### src/rtl/bist_march_ctrl.sv
// March C- BIST sequencer: drives an external up/down address generator and
// a memory, checks read data against the background, and reports pass/fail
// with the first failing address and March element.
// Optional build macro: BIST_STOP_ON_FAIL_EN (end the test at the first mismatch).
module bist_march_ctrl #(
  parameter int ADR_SIZE = 4,
  parameter int DATA_W   = 8
) (
  input  logic                clk,
  input  logic                rst,
  input  logic                start,
  output logic                cnt_rst,
  output logic                cnt_preset,
  output logic                cnt_en,
  output logic                cnt_up_down,
  input  logic [ADR_SIZE-1:0] cnt_adr,
  input  logic                cnt_cout,
  output logic                mem_we,
  output logic                mem_re,
  output logic [DATA_W-1:0]   mem_wdata,
  input  logic [DATA_W-1:0]   mem_rdata,
  output logic                busy,
  output logic                done,
  output logic                pass,
  output logic                fail,
  output logic [ADR_SIZE-1:0] fail_adr,
  output logic [2:0]          fail_elem
);

  typedef enum logic [2:0] {IDLE, INIT, WR, RD, CMP, DONE} state_t;

  state_t      state, state_nxt;
  logic [2:0]  elem, elem_nxt;
  logic        elem_up;
  logic        launch;
  logic        mismatch;
  logic [DATA_W-1:0] exp_bg, wr_bg;

  // Elements 3 and 4 walk downward; all others walk upward.
  assign elem_up  = (elem != 3'd3) && (elem != 3'd4);
  // Odd elements read 0 and write 1; even elements read 1 and write 0.
  assign exp_bg   = elem[0] ? '0 : '1;
  assign wr_bg    = elem[0] ? '1 : '0;
  assign launch   = ((state == IDLE) || (state == DONE)) && start;
  assign mismatch = (state == CMP) && (mem_rdata != exp_bg);

  // State and element registers.
  always_ff @(posedge clk or posedge rst) begin
    if (rst) begin
      state <= IDLE;
      elem  <= '0;
    end else begin
      state <= state_nxt;
      elem  <= elem_nxt;
    end
  end

  // Result registers: cleared on launch, first mismatch captured, fail sticky.
  always_ff @(posedge clk or posedge rst) begin
    if (rst) begin
      fail      <= 1'b0;
      fail_adr  <= '0;
      fail_elem <= '0;
    end else if (launch) begin
      fail      <= 1'b0;
      fail_adr  <= '0;
      fail_elem <= '0;
    end else if (mismatch) begin
      fail <= 1'b1;
      if (!fail) begin
        fail_adr  <= cnt_adr;
        fail_elem <= elem;
      end
    end
  end

  // Next-state and strobe decode.
  always_comb begin
    state_nxt   = state;
    elem_nxt    = elem;
    cnt_rst     = 1'b0;
    cnt_preset  = 1'b0;
    cnt_en      = 1'b0;
    cnt_up_down = 1'b0;
    mem_we      = 1'b0;
    mem_re      = 1'b0;
    mem_wdata   = '0;
    busy        = 1'b0;
    done        = 1'b0;
    pass        = 1'b0;
    case (state)
      IDLE: begin
        if (start) begin
          state_nxt = INIT;
          elem_nxt  = '0;
        end
      end
      INIT: begin
        busy        = 1'b1;
        cnt_up_down = elem_up;
        cnt_rst     = elem_up;
        cnt_preset  = !elem_up;
        state_nxt   = (elem == 3'd0) ? WR : RD;
      end
      WR: begin
        busy        = 1'b1;
        cnt_up_down = elem_up;
        mem_we      = 1'b1;
        if (cnt_cout) begin
          elem_nxt  = elem + 3'd1;
          state_nxt = INIT;
        end else begin
          cnt_en = 1'b1;
        end
      end
      RD: begin
        busy        = 1'b1;
        cnt_up_down = elem_up;
        mem_re      = 1'b1;
        state_nxt   = CMP;
      end
      CMP: begin
        busy        = 1'b1;
        cnt_up_down = elem_up;
        // The final element is read-only.
        if (elem != 3'd5) begin
          mem_we    = 1'b1;
          mem_wdata = wr_bg;
        end
`ifdef BIST_STOP_ON_FAIL_EN
        if (mismatch) begin
          state_nxt = DONE;
        end else
`endif
        if (cnt_cout) begin
          elem_nxt  = elem + 3'd1;
          state_nxt = (elem == 3'd5) ? DONE : INIT;
        end else begin
          cnt_en    = 1'b1;
          state_nxt = RD;
        end
      end
      DONE: begin
        done = 1'b1;
        pass = !fail;
        if (start) begin
          state_nxt = INIT;
          elem_nxt  = '0;
        end
      end
      default: state_nxt = IDLE;
    endcase
  end

endmodule
### config.mk
export PLATFORM = sky130hd
export DESIGN_NAME = bist_march_ctrl
export DESIGN_NICKNAME = d
export VERILOG_FILES = /design/src/rtl/bist_march_ctrl.sv
export SDC_FILE = /design/constraint.sdc
export NUM_CORES = 1
export LEC_CHECK = 0
export CELL_PAD_IN_SITES_DETAIL_PLACEMENT = 1
export CELL_PAD_IN_SITES_GLOBAL_PLACEMENT = 1
export CORE_MARGIN = 10
export CORE_UTILIZATION = 33
export CTS_BUF_LIST = sky130_fd_sc_hd__clkbuf_2
export CTS_CLUSTER_DIAMETER = 30
export CTS_CLUSTER_SIZE = 10
export DETAILED_ROUTE_END_ITERATION = 12
export PLACE_DENSITY = 0.92
export SKIP_LAST_GASP = 1
export SYNTH_ARGS = -nofsm -noshare
export SYNTH_HDL_FRONTEND = slang
export SYNTH_SLANG_ARGS = --single-unit
### constraint.sdc
create_clock -name clk -period 2.9 [get_ports clk]
set_input_delay 0.29 -clock clk [delete_from_list [all_inputs] [get_ports clk]]
set_output_delay 0.29 -clock clk [all_outputs]
set_load 0.1 [all_outputs]
; After elaboration in Yosys (flattened, before gate mapping)
; Cells that the tools add are included.
[op_classes]
add_sub_neg = 1
eq_ne = 14
mux = 32
reduce_logical = 16
[op_table]
columns = operator, n
row1 = $mux 8, 4
row2 = $mux 3, 9
row3 = $pmux 3 s5, 1
row4 = $mux 1, 13
row5 = $mux 4, 3
row6 = $eq 3x3->1 const B, 3
row7 = $ne 8x8->1, 1
row8 = $eq 3x2->1 const B, 2
row9 = $logic_not 3->1, 2
row10 = $ne 2x1->1 const B, 3
row11 = $ne 3x3->1 const B, 2
row12 = $pmux 3 s2, 1
row13 = $reduce_and 2->1, 2
row14 = $reduce_bool 2->1, 2
row15 = $reduce_or 2->1, 2
row16 = $reduce_or 4->1, 1
row17 = $add 3x1->3 const B, 1
row18 = $eq 3x1->1 const B, 1
row19 = $logic_and 1x1->1, 3
row20 = $ne 3x2->1 const B, 1
row21 = $reduce_and 3->1, 1
row22 = $logic_not 1->1, 2
row23 = $ne 2x2->1 const B, 1
row24 = $pmux 1 s2, 1
row25 = $logic_or 1x1->1, 1
[totals]
reg_bits = 14
in_bits = 16
word_cells = 68

; Logic depth before layout (Yosys ltp)
; Gate-level depths: netlist of run 1.
[depth]
ltp_word = 5
mapped_depth = 6

; Worst setup path before layout of run 1
; Ideal clock, no wire load.
[synth_timing]
kind = reg2out
startpoint = register state[1]
endpoint = output mem_wdata[1]
arrival_ns = 3.722
t_required_ns = 2.610
setup_slack_ns = -1.112
stages_incl_launch_ff = 6
n_path_buf = 2
cell_sequence = dfrtp_1 buf_6 inv_1 nand2_1 nor3_1 buf_4
[synth_via]
elab_chain_len = 2
[synth_lines]
columns = element, line
row1 = "start, declared", 32  ; state_t state, state_nxt;
row2 = "start signal, assigned", 53  ; state <= state_nxt;
row3 = $eq 3x3->1, 91  ; case (state)
row4 = $mux 8, 91
row5 = "end, declared", 20  ; output logic [DATA_W-1:0] mem_wdata,
; No other way between the ends.

; Worst setup path after layout of run 1
[layout_timing]
startpoint = register state[0]
endpoint = output cnt_preset
[layout_via]
elab_chain_len = 2
[layout_lines]
columns = element, line
row1 = $eq 3x1->1, 91
row2 = $mux 1, 91
row3 = "end, declared", 13  ; output logic cnt_preset,
; No other way between the ends.

==> results of run 1 <==
-- flip-flops by register name, indices dropped and copies added (netlist names) --
signal	count
elem	3
fail	1
state	3
fail_elem	3
fail_adr	4
-- layout make-up --
type | instances | area (um^2)
clock buffer | 3 | 15.0
sequential | 14 | 350
fill | 335 | 1460
multi-input combinational | 78 | 499
timing repair buffer | 40 | 338
inverter | 10 | 37.5
tap | 31 | 38.8
-- per-layer routing --
metal | up-vias | track usage [%] | part of all wire, %
met5 | - | 0 | 0
met4 | 0 | 3.73 | 0.40
met3 | 2 | 4.31 | 8.1
met2 | 28 | 20.0 | 53
met1 | 461 | 11.7 | 39
li1 | 437 | - | -
-- cell families after synthesis --
kind of cell	Yosys count	share of synthesized area, %
simple gates	47	23.9
buf+inv	21	13.0
compound gates	17	10.6
flops	14	37.1
mux	8	8.62
xor+xnor	3	2.79
fa+ha+maj	3	3.98
-- cells in the mapped netlist, drive strengths merged --
library cell	n	area [um^2]
o32ai	1	8.76
nand4	1	6.26
o21a	1	7.51
o22ai	3	18.8
and4	1	8.76
nor4	2	12.5
dfrtp	14	350
and3	1	6.26
nor2b	2	20.0
mux2	1	11.3
nor3	5	25.0
o21ai	2	10.0
buf	11	85.1
inv	10	37.5
xnor2	3	26.3
nor2	11	41.3
nand2b	2	12.5
a21o	1	7.51
or3	1	6.26
a22oi	1	7.51
ha	3	37.5
nand2	20	75.1
a21oi	8	40.0
mux2i	7	70.1
or4	1	11.3
-- stage by stage --
stage	utilization (%)	hold WS [ns]	instance area [um^2]
floorplan	-	0.179	972
global placement	46.2	0.513	1260
detailed placement	46.2	0.534	1260
CTS	46.8	0.350	1280
global route	46.8	0.346	1280
finish	46.8	0.345	1280
-- worst register-to-register path, cell delays in order, from the launching register on --
cell and delay (ns):
dfrtp_1 0.64, nor2b_4 0.25, nand2_1 0.08, or4_4 0.62, mux2i_1 0.16
-- final timing paths --
kind / slack [ns] / endpoint / from
setup / recovery: 0.65 / cnt_preset / state[0]
hold / removal: 0.35 / fail_elem[2] / rst
setup reg to reg: 1.04 / fail_elem[0] / state[2]
hold reg to reg: 0.55 / fail_adr[3] / fail_adr[3]
max in group asynchronous: 2.18 / elem[0] / rst
min in group clk: 0.53 / fail_adr[2] / cnt_adr[2]
==> flow_summary.toml, run 1 <==
[timing]
drv_slew = 0
rsz0062_at_grt = "no"
slew_headroom_pct = 62.1
tightest_slew_ns = 0.568
period_share_pct = 77.5
fin_skew_ns = 0.00474
period_needed_ns = 2.25
fin_tns_setup_ns = 0
fmax_ghz = 0.445
setup_ws_ns = 0.652
final-hold-violation-count = 0
finalSetupViolCount = 0

[critical_path]
worst-path-stages = 4
cp-end-kind = "primary output"
critPathKind = "reg2out"
critical_path.top_delay_family = "flip-flops"
worstPathMaxFanout = 13
cp.buffers_inverters = 2
cpPeakStageDelay_ns = 0.67
cp.required_ns = 2.61
crit_arrival_ns = 1.96
crit_path_start_kind = "flop"
slowest_stage = "dfrtp_1"
path_cells = "inv_2 > or3_1 > a21oi_1 > buf_4"
reg2reg_depth = 4

[die]
die_y_um = 73.5
coreArea_mm2 = 0.00273
die_x_um = 73.5
dieArea_mm2 = 0.00540
rows = 19
initial_core_util_pct = 34.5
ios = 41

[clocking]
numCtsBuffers = 3
cts.clk_slew.worst_paths_ns = 0.14
clk_latency_ns = 0.28
cts_tree = "built"
cts_sinks = 14
cts-root-buf = "clkbuf_2"
cts_hold_buf = 0
cts-resized-gates = 0
postCtsSetupBuffers = 0
clock_path_buffers = 2
htreeDepth = 1

[detailed_routing]
antenna_left = 0
drt_iter0_drc = 38
drc = 0
finalWirelength_mm = 2.98
vias = 928
firstDrtPassIters = 4
wl_per_cell_um = 16.9
viasPerCell = 5.27

[synthesis]
ys_types = 29
syn-num-nets = 132
syn-mean-instance-area_um2 = 8.35
synthesis.area_um2 = 943
yosysWarnings = 0
ys_seq_elements = 14
synthCells = 113
ys_seq_area_share_pct = 37.1

[final_layout]
layout_commonest_cell = "buf_4"
layout-drive-gt1-share_pct = 24.8
final_cell_mix = "buf_4, nand2_1, clkdlybuf4s50_1"
nets = 166
num_antenna_cells = 0
final_cells = 176
syn2layout_area_growth_pct = 35.5

[placed_design]
post-place-cells = 173
dpl_worst_slack_ns = 0.970
hpwl_mm = 2.47
portBuffers = 40
place_congestion = 0.753

[global_route]
grt_overflow_total = 0
antenna_found_initial = 0
grt_pass1_wl_mm = 4.86
grt_max_degree = 15
grt_pass1_vias = 1017
track_usage_pct = 11.2

[outcome]
status = "finished clean"

[run]
maxCapViolations = 0

[min_path]
hold_class = "in2async"
Power of run 1 is not shown: default switching activity piles up to over one toggle a cycle in this logic, so the estimate is an artifact.
==> run 2, diff against run 1 <==
--- a/config.mk
+++ b/config.mk
@@ -8,12 +8,12 @@
 export CELL_PAD_IN_SITES_DETAIL_PLACEMENT = 1
 export CELL_PAD_IN_SITES_GLOBAL_PLACEMENT = 1
 export CORE_MARGIN = 10
-export CORE_UTILIZATION = 33
+export CORE_UTILIZATION = 30
 export CTS_BUF_LIST = sky130_fd_sc_hd__clkbuf_2
 export CTS_CLUSTER_DIAMETER = 30
 export CTS_CLUSTER_SIZE = 10
 export DETAILED_ROUTE_END_ITERATION = 12
-export PLACE_DENSITY = 0.92
+export PLACE_DENSITY = 0.85
 export SKIP_LAST_GASP = 1
 export SYNTH_ARGS = -nofsm -noshare
 export SYNTH_HDL_FRONTEND = slang
==> constraint.sdc (replaced) <==
create_clock -name clk -period 2.2 [get_ports clk]
set_input_delay 0.22 -clock clk [delete_from_list [all_inputs] [get_ports clk]]
set_output_delay 0.22 -clock clk [all_outputs]
set_load 0.1 [all_outputs]
==> run 2 against run 1 <==
  * Clock skew decreased by 0.0030 ns
  * Via count down 2.3%
  * Global-route usage fell by 1.2 points
  * Non-clock buffer count grew 3
  * Utilization rose by 5.2 points
==> flow_summary.toml, run 2 (synthesis results as in run 1) <==
[timing]
tightest_slew_ns = 0.545
fmax_ghz = 0.500
rsz0062_at_grt = "no"
final-hold-violation-count = 0
fin_skew_ns = 0.00170
drv_slew = 0
slew_headroom_pct = 63.6
period_share_pct = 90.9
period_needed_ns = 2.00
setup_ws_ns = 0.201
finalSetupViolCount = 0

[placed_design]
place_congestion = 0.774
portBuffers = 40
hpwl_mm = 2.48
dpl_worst_slack_ns = 0.433

[critical_path]
crit_arrival_ns = 1.78
critPathKind = "reg2out"
crit_path_start_kind = "flop"
path_cells = "inv_1 > nand2_1 > nor3_4 > buf_4 > buf_12"
cp-end-kind = "primary output"
cp.required_ns = 1.98
cpPeakStageDelay_ns = 0.51
cp.buffers_inverters = 3
worstPathMaxFanout = 9
slowest_stage = "dfrtp_2"
critical_path.top_delay_family = "buffers and inverters"

[clocking]
cts.clk_slew.worst_paths_ns = 0.14
cts_hold_buf = 0
htreeDepth = 1
cts-root-buf = "clkbuf_2"
cts_sinks = 14
clock_path_buffers = 2
clk_latency_ns = 0.28
cts_tree = "built"
numCtsBuffers = 3

[die]
ios = 41
coreArea_mm2 = 0.00303
rows = 20
die_x_um = 76.1
die_y_um = 76.1
initial_core_util_pct = 31.2
dieArea_mm2 = 0.00579

[global_route]
grt_pass1_wl_mm = 4.99
grt_overflow_total = 0
grt_pass1_vias = 1035
grt_max_degree = 15
antenna_found_initial = 0
track_usage_pct = 10.0

[final_layout]
largest_reg_flops = 4
layout_commonest_cell = "nand2_1"
final_cell_mix = "nand2_1, buf_12, clkdlybuf4s50_1"
num_antenna_cells = 0
regMostFlops = "fail_adr"
syn2layout_area_growth_pct = 66.8
layout-drive-gt1-share_pct = 32.2
nets = 169

[detailed_routing]
drc = 0
finalWirelength_mm = 2.90
firstDrtPassIters = 4
drt_iter0_drc = 24
wl_per_cell_um = 15.0
antenna_left = 0
vias = 907
viasPerCell = 4.70

[run]
maxCapViolations = 0

[min_path]
hold_class = "in2async"

[outcome]
status = "finished clean"
-- run 2: cell types whose count changed in the layout (fill, tap and decap cells not counted), moves of 2 or more --
| cell | before | now |
|---|---|---|
| buf_4 | 25 | 11 |
| nand2_2 | 0 | 2 |
| nor2_1 | 11 | 9 |
| nor2_2 | 0 | 2 |
| a21oi_1 | 8 | 6 |
| a21oi_2 | 0 | 2 |
| nand2_1 | 20 | 18 |
| buf_12 | 0 | 17 |
-- run 2: path summary, 6_finish.rpt --
path                             startpoint            to  slack (ns)  depth (start not counted)
max in group asynchronous               rst      state[1]        1.55                          2
worst min-delay path                    rst   fail_adr[1]        0.26                          2
worst min register to register  fail_adr[1]   fail_adr[1]        0.55                          2
worst max register to register     state[1]   fail_adr[3]        0.60                          4
min in group clk                 cnt_adr[1]   fail_adr[1]        0.47                          3
worst max-delay path               state[1]  mem_wdata[6]        0.20                          5
-- run 2: area by class of cell --
class	count	area [um^2]
Clock buffer	3	15.0
Multi-Input combinational cell	78	538
Timing Repair Buffer	43	573
Inverter	10	37.5
Tap cell	44	55.1
Fill cell	345	1450
Clock inverter	1	3.75
Sequential cell	14	352
-- run 2: routing by layer --
layer / vias to the layer above / wire length [um] / part of all wire, % / GRT usage, %
li1: 445 / - / - / -
met1: 435 / 1260 / 43 / 11.6
met2: 25 / 1540 / 53 / 18.1
met3: 2 / 84 / 2.9 / 1.77
met4: 0 / 12 / 0.41 / 3.16
met5: - / 0 / 0 / 0
-- run 2: through the flow --
stage / cell area (um^2) / setup TNS, ns / cells / hold slack, ns / util (%)
floorplan: 1070 / -1.85 / 113 / 0.109 / -
global placement: 1550 / 0 / 189 / 0.518 / 51.3
detailed placement: 1550 / 0 / 189 / 0.535 / 51.3
CTS: 1570 / 0 / 193 / 0.270 / 51.9
global route: 1570 / 0 / 193 / 0.283 / 52.0
finish: 1570 / 0 / 193 / 0.260 / 52.0
-- run 2: what timing repair did --
action	in CTS	in global routing
setup endpoints to repair	0	8
gates resized for setup	0	1
buffers inserted	0	0
Power of run 2 is left out for the same reason.
==> run 3, diff against run 2 <==
--- a/config.mk
+++ b/config.mk
@@ -15,6 +15,7 @@
 export DETAILED_ROUTE_END_ITERATION = 12
 export PLACE_DENSITY = 0.85
 export SKIP_LAST_GASP = 1
+export SLEW_MARGIN = 5
 export SYNTH_ARGS = -nofsm -noshare
 export SYNTH_HDL_FRONTEND = slang
 export SYNTH_SLANG_ARGS = --single-unit
==> results of run 3 <==
Final layout, timing and power as in run 2 (identical DEF).
Power of run 3 is left out for the same reason.
